[config.mk]
export PLATFORM = sky130hd
export DESIGN_NAME = key_mode_ctrl
export DESIGN_NICKNAME = d
export VERILOG_FILES = /design/src/rtl/key_mode_ctrl.sv
export SDC_FILE = /design/constraint.sdc
export NUM_CORES = 1
export LEC_CHECK = 0
export CAP_MARGIN = 20
export CORE_AREA = 2 2 160 162
export CTS_CLUSTER_SIZE = 14
export DETAILED_ROUTE_END_ITERATION = 7
export DIE_AREA = 0 0 162 164
export PLACE_DENSITY = 0.41
export SETUP_SLACK_MARGIN = 0.4
export SLEW_MARGIN = 20
export SYNTH_ARGS = -nofsm -noshare
export SYNTH_HDL_FRONTEND = slang
export SYNTH_SLANG_ARGS = --single-unit
[constraint.sdc]
create_clock -name i_clk -period 4.7 [get_ports i_clk]
set_input_delay 1.175 -clock i_clk [delete_from_list [all_inputs] [get_ports i_clk]]
set_output_delay 1.175 -clock i_clk [all_outputs]
set_load 0.03 [all_outputs]
[src/rtl/key_mode_ctrl.sv]
// Two-key mode selector: synchronizes and debounces the UP/DOWN push-buttons,
// turns each press into one step (plus auto-repeat while held) and keeps a
// 2-bit wrap-around mode register with a one-cycle change strobe.
module key_mode_ctrl #(
   parameter int unsigned DEB_CYCLES    = 1_000_000,
   parameter int unsigned HOLD_CYCLES   = 50_000_000,
   parameter int unsigned REPEAT_CYCLES = 12_500_000
) (
   input  logic       i_clk,
   input  logic       i_rst,
   input  logic [1:0] i_key_n,
   output logic [1:0] o_mode_sw,
   output logic       o_mode_chg,
   output logic [1:0] o_key_level
);

   localparam logic [31:0] DebLast  = 32'(DEB_CYCLES - 1);
   localparam logic [31:0] HoldLast = 32'(HOLD_CYCLES - 1);
   localparam logic [31:0] RepLast  = 32'(REPEAT_CYCLES - 1);

   localparam logic [1:0] StIdle   = 2'd0;
   localparam logic [1:0] StHold   = 2'd1;
   localparam logic [1:0] StRepeat = 2'd2;

   logic [1:0] r_sync1;
   logic [1:0] r_sync2;
   logic [1:0] w_synced;
   logic [1:0] w_key_level;
   logic [1:0] w_step;
   logic [1:0] r_mode_sw;
   logic [1:0] w_mode_d;
   logic       r_mode_chg;

   // Two-flop synchronizer; flops idle at 1 so a held key is seen as a fresh press after reset.
   always_ff @(posedge i_clk or posedge i_rst) begin
      if (i_rst) begin
         r_sync1 <= 2'b11;
         r_sync2 <= 2'b11;
      end else begin
         r_sync1 <= i_key_n;
         r_sync2 <= r_sync1;
      end
   end

   assign w_synced = ~r_sync2;

   for (genvar k = 0; k < 2; k++) begin : g_key
      logic [31:0] r_deb_cnt;
      logic        r_level;
      logic [1:0]  r_state;
      logic [1:0]  w_state_d;
      logic [31:0] r_timer;
      logic [31:0] w_timer_d;
      logic        w_step_k;

      // Debounce: level flips only after DEB_CYCLES consecutive disagreeing samples.
      always_ff @(posedge i_clk or posedge i_rst) begin
         if (i_rst) begin
            r_deb_cnt <= '0;
            r_level   <= 1'b0;
         end else if (w_synced[k] == r_level) begin
            r_deb_cnt <= '0;
         end else if (r_deb_cnt == DebLast) begin
            r_deb_cnt <= '0;
            r_level   <= ~r_level;
         end else begin
            r_deb_cnt <= r_deb_cnt + 32'd1;
         end
      end

      // Press / hold / repeat sequencing; IDLE with level high can only follow a rising level.
      always_comb begin
         w_state_d = r_state;
         w_timer_d = r_timer;
         w_step_k  = 1'b0;
         if (!r_level) begin
            w_state_d = StIdle;
            w_timer_d = '0;
         end else begin
            case (r_state)
               StIdle: begin
                  w_step_k  = 1'b1;
                  w_state_d = StHold;
                  w_timer_d = '0;
               end
               StHold: begin
                  if (r_timer == HoldLast) begin
                     w_step_k  = 1'b1;
                     w_state_d = StRepeat;
                     w_timer_d = '0;
                  end else begin
                     w_timer_d = r_timer + 32'd1;
                  end
               end
               StRepeat: begin
                  if (r_timer == RepLast) begin
                     w_step_k  = 1'b1;
                     w_timer_d = '0;
                  end else begin
                     w_timer_d = r_timer + 32'd1;
                  end
               end
               default: begin
                  w_state_d = StIdle;
                  w_timer_d = '0;
               end
            endcase
         end
      end

      // FSM state and timer registers.
      always_ff @(posedge i_clk or posedge i_rst) begin
         if (i_rst) begin
            r_state <= StIdle;
            r_timer <= '0;
         end else begin
            r_state <= w_state_d;
            r_timer <= w_timer_d;
         end
      end

      assign w_key_level[k] = r_level;
      assign w_step[k]      = w_step_k;
   end

   // Next mode: UP increments, DOWN decrements, both together force 00.
   always_comb begin
      w_mode_d = r_mode_sw;
      case (w_step)
         2'b01:   w_mode_d = r_mode_sw + 2'd1;
         2'b10:   w_mode_d = r_mode_sw - 2'd1;
         2'b11:   w_mode_d = 2'b00;
         default: w_mode_d = r_mode_sw;
      endcase
   end

   // Mode register with a strobe that fires only on an actual value change.
   always_ff @(posedge i_clk or posedge i_rst) begin
      if (i_rst) begin
         r_mode_sw  <= 2'b00;
         r_mode_chg <= 1'b0;
      end else begin
         r_mode_sw  <= w_mode_d;
         r_mode_chg <= (w_mode_d != r_mode_sw);
      end
   end

   assign o_mode_sw   = r_mode_sw;
   assign o_mode_chg  = r_mode_chg;
   assign o_key_level = w_key_level;

endmodule

; ---- Yosys cells after proc, flatten, opt, wreduce, memory -nomap -nowiden
; Cells that the tools add are included.
[word_totals]
register_bits = 141
romBits = 0
input_bits = 4
mem_bits_rw = 0
latchBits = 0
memories = 0
[classes]
n_addsub = 6
mux = 27
n_reduce_logical = 6
eq_ne = 20
div_mod_pow = 0
n_mul = 0
shifts = 0
order_cmp = 0
bitwise_logic = 5
[ops]
columns = operator, n
row1 = $mux W32, 10
row2 = $add A32 B1 Y32 const B, 4
row3 = $pmux W32 S2, 2
row4 = $eq A32 B20 Y1 const B, 2
row5 = $eq A32 B24 Y1 const B, 2
row6 = $eq A32 B26 Y1 const B, 2
row7 = $pmux W2 S3, 3
row8 = $eq A2 B2 Y1 const B, 4
row9 = $mux W2, 4
row10 = $reduce_and A2 Y1, 4
row11 = $eq A2 B1 Y1 const B, 3
row12 = $mux W1, 6
row13 = $ne A3 B3 Y1 const B, 2
row14 = $pmux W1 S3, 2
row15 = $logic_not A2 Y1, 2
row16 = $ne A2 B2 Y1 const B, 2
row17 = $not A1 Y1, 4
row18 = $add A2 B1 Y2 const B, 1
row19 = $eq A1 B1 Y1, 2
row20 = $ne A2 B2 Y1, 1
row21 = $not A2 Y2, 1
row22 = $sub A2 B1 Y2 const B, 1

; ---- Logic depth before layout (Yosys ltp)
; Gate-level depths: netlist of the first run.
[depth]
depth_word = 7
ltp_mapped = 11

; ---- Worst setup path after synthesis of the first run
; OpenSTA, ideal clock, no wires.
[synth_path]
kind = register -> register
start = register g_key[1].r_timer[14]
end = register r_mode_sw[1], in the netlist o_mode_sw[1]
required_ns = 4.579
arrival_time_ns = 2.525
path_buffers = 1
path_stages_with_launch = 12
setup_slack_ns = 2.054
setup_time_ns = 0.121
cell_sequence = dfrtp_1 buf_6 or4_1 or4_4 nor3_1 a21oi_1 o22ai_1 ha_1 xnor2_1 nor3_1 a21o_1 a22o_1
[synth_via]
elab_chain_cells = 6
[synth_lines]
columns = element, line
row1 = "start, declared", 52  ; logic [31:0] r_timer;
row2 = "start signal, assigned", 118  ; r_timer <= w_timer_d;
row3 = $eq A32 B24 Y1 or $eq A32 B26 Y1 (tied branches), "96, 87"
row4 = "$mux W1, on equally long branches", "96, 87"
row5 = $pmux W1 S3 *, 80  ; case (r_state)
row6 = $mux W1 *, 76  ; if (!r_level) begin
row7 = $eq A2 B2 Y1 or $eq A2 B1 Y1 (tied branches), 129  ; case (w_step)
row8 = $pmux W2 S3 *, 129
row9 = named net w_mode_d[1], 31  ; logic [1:0] w_mode_d;
row10 = "end signal, assigned", 143  ; r_mode_sw <= w_mode_d;
row11 = "end, declared", 30  ; logic [1:0] r_mode_sw;
; The timed path passes the listed nets; every way through them passes the cells marked *.
; A chain may end at the register's enable or synchronous reset.

; ---- Final worst setup path of the first run
[layout_path]
start = register g_key[0].r_timer[7]
end = register r_mode_sw[1], in the netlist o_mode_sw[1]
[layout_via]
elab_chain_cells = 6
[layout_lines]
columns = element, line
row1 = "start, declared", 52
row2 = "start signal, assigned", 118
row3 = $eq A32 B24 Y1 or $eq A32 B26 Y1 (tied branches), "96, 87"
row4 = "$mux W1, on equally long branches", "96, 87"
row5 = $pmux W1 S3 *, 80
row6 = $mux W1 *, 76
row7 = $eq A2 B2 Y1 or $eq A2 B1 Y1 (tied branches), 129
row8 = $pmux W2 S3 *, 129
row9 = named net w_mode_d[1], 31
; Marked as above.

==> impl_results.md, run 1 <==
- CP Data Required Time: 5.01 ns
- Number of remaining DRC errors: 0
- Adder-Cell Fraction of Synth Area: 2.74%
- Starting Density: 29.4%
- Largest incremental delay on the critical path: 0.58 ns
- Fmax: 351 MHz
- Period Utilization, post-route: 60.6%
- CTS Buf Count: 17
- Mapped Nets: 779
- Post-Synth XOR/XNOR Area: 14.3%
- Clock Latency Late Sink: 0.43 ns
- Compound-Gate Fraction of Synth Area: 2.66%
- R2R cell count: 9
- Commonest cells post-synth: nor2_1 (154), dfrtp_1 (137), xor2_1 (78)
- Most common cell in the netlist: nor2_1
- CTS Root Cell: clkbuf_16
- Crit Path Max Fanout: 5
- Fin util: 33.4%
- Fraction of registers with async set or reset after synthesis: 100%
- Flops & latches, synth: 141
- Levels on crit path: 9
- Fin. Hold Viols: 0
- Vias in the first global route: 5430
- Crit path buf inv count: 0
- Startpoint types: register
- Total Routing Usage GR: 12.7%
- Worst VDD drop: 0.230 mV
- Post-synth EDFFs: 0
- Final Max Slew Viols: 0
- Die area: 26600 um2
- # fillers: 2569
- Worst-Margin Slew: 0.990 ns
- Share of cells above drive strength 1: 7.83%
- Slew Limit Headroom: 33.6%
- Total negative slack: 0 ns
- Post-layout min period: 2.85 ns
- Synth area leader: dfrtp_1
- # IOs: 9
- Simple-gate share of the synthesized area: 28.3%
- Critical path arrival: 3.16 ns
- Core footprint: 24800 um2
- Post-synthesis cell count: 759
- IO Port Bufs: 8
- Final Power: 0.00261 W
- Final Skew: 0.0144 ns
- Synth Flop Type: dfrtp_1
- Ys Warns: 0
- Initial antenna violation count: 0
- Largest cells by area after synthesis: dfrtp_1 (47%), xor2_1 (9.4%), nor2_1 (7.9%)
- Type of the worst min-delay path: register to register
- Area grow syn2layout: 13.5%
- Die Y-Extent: 164 um
- Hold depth: 0
- First drt pass iteration count: 4
- Antenna Nets Post-Route: 0
- Post-CTS setup buffers: 0
- Syn avg cell area: 9.62 um2
- GRT Residual Overflow: 0
- Pin count of the biggest net entering global routing: 70
- RSZ-0062 raised after global routing: no
- Mux cell area share after synthesis: 0.274%
- Die W: 162 um
- Via density: 4.72
- HPWL after detailed placement: 10.3 mm
- Initial drt markers: 284
- Mapped cell area: 7300 um2
- Gpl congestion: 0.745
- Via count: 5230
- Drt total wl: 15.5 mm
- Cell Rows: 58
- Critical path class: register to register
- Setup-failing EPs final: 0
- Post-CTS sizing: 0
- # H-tree levels: 4
- Crit-path cells: or4b_1 -> nor4_4 -> nand4_1 -> a211o_1 -> ha_1 -> xnor2_1 -> nor3_1 -> a21o_1 -> a22o_1
- Worst-path cell with the longest stage delay: or4b_1
- TritonCTS clock tree: yes
- Reg clk slew, reported paths: 0.06 ns
- Run status: completed
- Synth cell types: 54
- CP delay by family, top: simple AND/OR/NAND/NOR gates
- Total of max-cap violations: 0
- Yosys top cell area share: 46.9%
- Pwr dens: 315 nW/um2
- Routed WL per cell: 13.9 um
- Global-route wire length before repair: 27.1 mm
- Nets: 786
- Clk sinks: 141
- Main combinational cell family by area after synthesis: simple AND/OR/NAND/NOR gates
- CTS Buffer Depth: 2
- Diode count: 0
- Sequential fraction of the synthesis area: 48.4%
- P_leak: 3.26 nW
- Worst setup EP type: register
- Cts hold-fix bufs: 0
==> worst paths after layout <==
check                                    endpoint  slack, ns           startpoint
max                                  o_mode_sw[1]       1.85  g_key[0].r_timer[7]
min                                    r_sync2[1]       0.36           r_sync1[1]
max reg2reg                          o_mode_sw[1]       1.85  g_key[0].r_timer[7]
min reg2reg                            r_sync2[1]       0.36           r_sync1[1]
max in group asynchronous              r_sync1[0]       2.44                i_rst
min in group asynchronous  g_key[1].r_deb_cnt[10]       1.26                i_rst
==> final cells by class <==
class | count | area (um2) | area share, %
timing repair buffer | 13 | 130 | 1.57
clock buffer | 19 | 433 | 5.22
clock inverter | 13 | 141 | 1.71
multi-input combinational | 572 | 3550 | 42.9
inverter | 21 | 82.6 | 0.996
tap | 330 | 413 | 4.98
sequential | 141 | 3530 | 42.6
==> placed cells by master, fill, tap and decap left out, drive strengths merged, types with 5 or more instances in the layout <==
cell type      instances
and2                   6
nor2                 154
buf                    5
xnor2                 41
clkdlybuf4s50          8
nand3                 46
nor4b                  6
clkbuf                19
dfrtp                137
nor3                  26
a21oi                  6
nand2                 51
clkinv                 6
inv                   22
xor2                  78
or3                    5
and3                  18
or4                    6
and4                   6
nor4                  21
or2                    6
ha                    16
nand4                 51
==> routing by layer <==
metal	track usage [%]	part of all wire, %	up-vias
met5	0	0	-
met4	4.83	1.7	0
met3	2.50	2.1	18
met2	20.0	45	38
met1	17.2	51	2538
li1	-	-	2636
==> stage by stage <==
stage / area [um2] / hold WS, ns / instances / worst slack (ns)
after floorplan: 7310 / 0.345 / 759 / 1.77
after CTS: 8280 / 0.359 / 1109 / 1.83
final: 8290 / 0.357 / 1109 / 1.85
after global routing: 8290 / 0.363 / 1109 / 1.57
after global placement: 7700 / 0.346 / 1077 / 1.87
after detailed placement: 7700 / 0.350 / 1077 / 1.84
==> logic make-up (layout without fill, tap and decap cells) <==
group                    Yosys count  count (layout)
multiplexers                       2               2
AND/OR/NAND/NOR                  411             411
AO/OA/AOI/OAI                     24              24
buffers and inverters             46              66
adder cells (fa/ha/maj)           16              16
flip-flops                       141             141
XOR/XNOR                         119             119
==> state kept, by name, summed over array words and instances, names as in the netlist <==
signal           cells
g_key.r_deb_cnt     64
g_key.r_level        2
g_key.r_state        4
g_key.r_timer       64
o_mode_chg           1
o_mode_sw            2
r_sync1              2
r_sync2              2
==> where the power goes <==
group	internal [W]	total, W	switching, W
Combinational	0.00000983	0.0000476	0.0000377
Clock	0.000783	0.00133	0.000550
Sequential	0.00122	0.00123	0.00000465
Total	0.00201	0.00261	0.000593
Power figures use the tool's default switching activity.
==> inputs of run 2 (changes only) <==
Clock period 4.7 ns to 2.3 ns, I/O delays scaled along.
==> run 2 against run 1 <==
The run now ends with setup timing left. Register-to-register slack got worse by 2.2 ns. Global-route usage rose by 1.6 points. Setup slack got worse by 2.2 ns. Count of clock-buffer cells in the layout fell by 1. Die area did not move. Power rose by 100%. Wire length rose by 15%. Via count rose by 12%. Highest routed layer unchanged.
==> impl_results.md, run 2 (synthesized netlist as in run 1, its figures left out) <==
- Reg clk slew, reported paths: 0.06 ns (about the same)
- HPWL after detailed placement: 11.4 mm (+11%)
- Clk sinks: 141 (unchanged)
- Gpl congestion: 0.759 (+1.8%)
- P_leak: 4.07 nW (+25%)
- CP Launch Point: g_key[1].r_timer[5]
- IO Port Bufs: 8 (unchanged)
- First drt pass iteration count: 4 (unchanged)
- Setup-failing EPs final: 45 (+45)
- Worst setup EP type: register
- Clock Latency Late Sink: 0.42 ns (about the same)
- Cell Rows: 58 (unchanged)
- Fin util: 41.6% (+8.2 points)
- Pin count of the biggest net entering global routing: 55 (-21%)
- Drt total wl: 17.8 mm (+15%)
- Fmax: 380 MHz (+8.1%)
- Diode count: 0 (unchanged)
- Via count: 5842 (+12%)
- CTS Buffer Depth: 2 (unchanged)
- Number of remaining DRC errors: 0 (unchanged)
- Crit Path Max Fanout: 2 (-3)
- Nets: 913 (+16%)
- # H-tree levels: 4 (unchanged)
- Post-Place Cells: 1172 (+8.8%)
- Largest incremental delay on the critical path: 0.51 ns (-0.07 ns)
- Worst Slack Setup Final: -0.334 ns (-2.19 ns)
- Fin. Hold Viols: 0 (unchanged)
- Highest-count cells in the layout ignoring fill and taps: dfrtp_1 (129), buf_4 (100), xor2_1 (78)
- Critical path class: register to register
- Type of the worst min-delay path: register to register
- Antenna Nets Post-Route: 0 (unchanged)
- Period Utilization, post-route: 115% (+54 points)
- Largest registers: g_key.r_deb_cnt (64), g_key.r_timer (64), g_key.r_state (4)
- Post-layout min period: 2.63 ns (-0.214 ns)
- GRT Residual Overflow: 0 (unchanged)
- Final Power: 0.00532 W (+100%)
- Crit-path cells: or4_1 -> or4_4 -> nor3_2 -> a21oi_2 -> o22ai_1 -> ha_2 -> xnor2_2 -> nor3_1 -> a21o_1 -> a22o_1
- Worst hold path startpoint: r_sync1[0]
- Total of max-cap violations: 0 (unchanged)
- Final Max Slew Viols: 0 (unchanged)
- Global-route wire length before repair: 30.7 mm (+13%)
- Hold depth: 0 (unchanged)
- Area grow syn2layout: 41.3%
- Layout Cells excl Fill: 1236 (+11%)
- Routed WL per cell: 14.4 um (+3.3%)
- Crit path buf inv count: 0 (unchanged)
- Die W: 162 um (unchanged)
- Startpoint types: register
- Critical path arrival: 2.94 ns (-0.22 ns)
- Run status: finished, violations left
- Slew Limit Headroom: 68.7% (+35 points)
- RSZ-0062 raised after global routing: yes
- Most common cell after layout, fill and taps aside: dfrtp_1
- Initial drt markers: 247 (-13%)
- Core footprint: 24800 um2 (unchanged)
- R2R cell count: 10 (+1)
- Critical R2R Launch: g_key[1].r_timer[5]
- CP Data Required Time: 2.61 ns (-2.40 ns)
- Starting Density: 29.4% (unchanged)
- Vias in the first global route: 6200 (+14%)
- TritonCTS clock tree: yes
- Worst VDD drop: 0.431 mV (+88%)
- Total Routing Usage GR: 14.3% (+1.6 points)
- # IOs: 9 (unchanged)
- CTS Root Cell: clkbuf_16
- Die area: 26600 um2 (unchanged)
- CP delay by family, top: simple AND/OR/NAND/NOR gates
- Pwr dens: 515 nW/um2 (+64%)
- Initial antenna violation count: 0 (unchanged)
- Levels on crit path: 10 (+1)
- Worst-path cell with the longest stage delay: or4_1
- CTS Buf Count: 17 (unchanged)
- Die Y-Extent: 164 um (unchanged)
- Final Skew: 0.0102 ns (-0.00427 ns)
- Via density: 4.73 (+0.22%)
- Share of cells above drive strength 1: 35.8% (+28 points)
- Failing checks: setup timing
- Worst-Margin Slew: 0.466 ns (-0.524 ns)
[run 2: cell types whose count changed in the layout (fill, tap and decap cells not counted), sizes merged]
cell / change
dlygate4sd2: +3
or3: +1
clkdlybuf4s15: +2
clkinvlp: -1
clkdlybuf4s50: -5
bufinv: -1
buf: +125
inv: +3
[run 2: layout make-up]
cell class	count	area, um2
Clock inverter	14	135
Inverter	21	82.6
Fill cell	2421	14500
Sequential cell	141	3540
Tap cell	330	413
Timing Repair Buffer	139	1420
Clock buffer	18	429
Multi-Input combinational cell	573	4300
[run 2: path summary, 6_finish.rpt]
| check | end | slack, ns |
|---|---|---|
| max in group asynchronous | r_sync1[0] | 1.22 |
| min reg2reg | r_sync2[0] | 0.36 |
| min | r_sync2[0] | 0.36 |
| max reg2reg | o_mode_sw[1] | -0.33 |
| max | o_mode_sw[1] | -0.33 |
| min in group asynchronous | g_key[0].r_timer[5] | 0.46 |
[run 2: repair_timing]
item	4_1_cts	5_1_grt
hold buffers	0	0
setup endpoints to repair	140	139
pin swaps	20	24
setup buffers	14	9
cloned	7	2
resized for setup	124	95
[run 2: metrics by stage]
step / setup WS, ns / hold WS (ns) / TNS, ns / instance area [um2]
detailed placement: -0.382 / 0.347 / -0.873 / 8530
CTS: -0.356 / 0.356 / -2.24 / 9860
global route: -0.477 / 0.367 / -6.90 / 10300
floorplan: -0.310 / 0.345 / -5.31 / 7380
global placement: -0.358 / 0.347 / -0.722 / 8530
finish: -0.334 / 0.355 / -1.16 / 10300
[run 2: where the power goes]
part	total, W	switching, W	internal [W]
Clock	0.00265	0.00114	0.00151
Sequential	0.00250	0.00000996	0.00249
Combinational	0.000160	0.000105	0.0000552
Total	0.00532	0.00126	0.00406
[run 2: per-layer routing]
metal / part of all wire (%) / vias to the layer above / GRT usage (%)
met5: 0 / - / 0
met4: 0.91 / 0 / 3.70
met3: 2.0 / 12 / 3.01
met2: 50 / 42 / 24.5
met1: 47 / 2902 / 18.3
li1: - / 2886 / -
==> inputs of run 3 (changes only) <==
Settings changed: SETUP_SLACK_MARGIN 0.4 to 0.5.
==> run 3 against run 2 <==
The run still ends with setup timing left. Combinational power increased by 25%. Cell count increased by 1.2%. Critical path depth decreased by 1. Clock skew increased by 0.00059 ns. Design area increased by 4.9%. Fmax decreased by 0.68%. Via count increased by 3.0%. Wire length increased by 7.5%. Die area unchanged. Sequential power about the same. Sequential share of layout area decreased by 1.6 points.
==> impl_results.md, run 3 (synthesized netlist as in run 1, its figures left out) <==
- Run status: finished, violations left
- Failing checks: setup timing
- Initial drt markers: 274 (+11%)
- CTS Root Cell: clkbuf_16
- CTS Buf Count: 17 (unchanged)
- Highest-count cells in the layout ignoring fill and taps: dfrtp_1 (130), buf_4 (106), xor2_1 (78)
- Startpoint types: register
- Setup-failing EPs final: 45 (unchanged)
- Core footprint: 24800 um2 (unchanged)
- Post-Place Worst Slack: -0.392 ns (-0.0103 ns)
- Worst VDD drop: 0.443 mV (+2.8%)
- Cts hold-fix bufs: 0 (unchanged)
- Worst-Margin Slew: 0.522 ns (+0.0560 ns)
- Total of max-cap violations: 0 (unchanged)
- Worst setup EP type: register
- Worst Slack Setup Final: -0.353 ns (-0.0181 ns)
- Reg clk slew, reported paths: 0.06 ns (about the same)
- Final Power: 0.00537 W (+0.98%)
- Nets: 928 (+1.6%)
- Multi-input gate area: 4610 um2 (+7.4%)
- Critical path class: register to register
- Vias in the first global route: 6343 (+2.3%)
- Share of cells above drive strength 1: 40.6% (+4.8 points)
- Pin count of the biggest net entering global routing: 75 (+36%)
- Pwr dens: 496 nW/um2 (-3.8%)
- Crit Path Max Fanout: 3 (+1)
- Clk sinks: 141 (unchanged)
- Most common cell after layout, fill and taps aside: dfrtp_1
- IO Port Bufs: 8 (unchanged)
- CP Data Required Time: 2.61 ns (about the same)
- CTS Buffer Depth: 2 (unchanged)
- Starting Density: 29.4% (unchanged)
- RSZ-0062 raised after global routing: yes
- Drt total wl: 19.1 mm (+7.5%)
- Clock Latency Late Sink: 0.43 ns (about the same)
- Largest registers: g_key.r_deb_cnt (64), g_key.r_timer (64), g_key.r_state (4)
- # H-tree levels: 4 (unchanged)
- Die W: 162 um (unchanged)
- Period Utilization, post-route: 115% (+0.79 points)
- Number of remaining DRC errors: 0 (unchanged)
- Post-layout min period: 2.65 ns (+0.0181 ns)
- Die area: 26600 um2 (unchanged)
- Via count: 6017 (+3.0%)
- TritonCTS clock tree: yes
- Type of the worst min-delay path: register to register
- First drt pass iteration count: 6 (+2)
- Initial antenna violation count: 0 (unchanged)
- Global-route wire length before repair: 31.2 mm (+1.7%)
- Fin. Hold Viols: 0 (unchanged)
- Slew Limit Headroom: 65.1% (-3.6 points)
- Final Skew: 0.0108 ns (+0.000594 ns)
- Reg area: 3540 um2 (about the same)
- GRT Residual Overflow: 0 (unchanged)
- Gpl congestion: 0.779 (+2.7%)
- P_leak: 4.27 nW (+5.0%)
- Antenna Nets Post-Route: 0 (unchanged)
- Diode count: 0 (unchanged)
- Cell Rows: 58 (unchanged)
- Routed WL per cell: 15.3 um (+6.2%)
- Fmax: 377 MHz (-0.68%)
- # fillers: 2371 (-2.1%)
- Final Max Slew Viols: 0 (unchanged)
- Worst Hold Margin: 0.356 ns (+0.000606 ns)
- Critical path arrival: 2.97 ns (+0.03 ns)
- Area grow syn2layout: 48.2%
- Die Y-Extent: 164 um (unchanged)
- Via density: 4.81 (+1.8%)
- Total Routing Usage GR: 14.6% (+0.30 points)
- Total negative slack: -2.63 ns (-1.47 ns)
- HPWL after detailed placement: 11.4 mm (+0.16%)
- # IOs: 9 (unchanged)
## run 3: changes by cell type in the layout (fill, tap and decap cells not counted), moves of 5 or more
cell / delta
nor2_1: -30
nor4_4: +5
clkbuf_16: +5
nor2_4: +27
buf_4: +6
buf_6: +6
## run 3: cell type report
class	count	share of cell area (%)
Clock buffer	21	4.16
Clock inverter	11	1.01
Inverter	21	0.763
Multi-Input combinational cell	573	42.6
Sequential cell	141	32.7
Timing Repair Buffer	154	14.9
Tap cell	330	3.81
## run 3: power by group
group / switching, W / internal [W] / total (W)
Clock: 0.00113 / 0.00153 / 0.00266
Combinational: 0.000128 / 0.0000715 / 0.000200
Sequential: 0.0000106 / 0.00250 / 0.00251
## run 3: path summary, 6_finish.rpt
check,slack [ns],to,from,depth (start not counted)
min in group asynchronous,0.62,g_key[0].r_timer[29],i_rst,3
max in group asynchronous,1.26,r_sync1[0],i_rst,3
worst min register to register,0.36,r_sync2[0],r_sync1[0],0
worst max register to register,-0.35,o_mode_sw[1],g_key[0].r_timer[26],9
worst max-delay path,-0.35,o_mode_sw[1],g_key[0].r_timer[26],9
worst min-delay path,0.36,r_sync2[0],r_sync1[0],0
## run 3: through the flow
stage / util [%] / cell area (um2) / std cells
final: 43.6 / 10800 / 1251
after global routing: 43.6 / 10800 / 1251
after CTS: 39.8 / 9870 / 1229
after detailed placement: 34.4 / 8530 / 1173
after global placement: 34.4 / 8530 / 1173
after floorplan: - / 7390 / 759
## run 3: metal layers
layer | vias up | track usage, % | share of wire [%]
met3 | 20 | 2.35 | 1.9
met4 | 0 | 5.27 | 1.6
met1 | 3006 | 18.4 | 45
met2 | 63 | 25.2 | 51
li1 | 2928 | - | -
met5 | - | 0 | 0
## run 3: worst max-delay path, cell delays in order, from the launching register on
cell and delay, ns:
dfrtp_1 0.38, or4_4 0.55, nor4_4 0.40, a41oi_2 0.15, a211o_1 0.35, ha_2 0.20, xnor2_2 0.14, nor3_1 0.07
a21o_1 0.15, a22o_1 0.17
## run 3: timing repair
action / in CTS / in global routing
setup buffers: 18 / 15
setup endpoints to repair: 141 / 139
cloned: 6 / 7
pin swaps: 22 / 52
resized for setup: 130 / 174
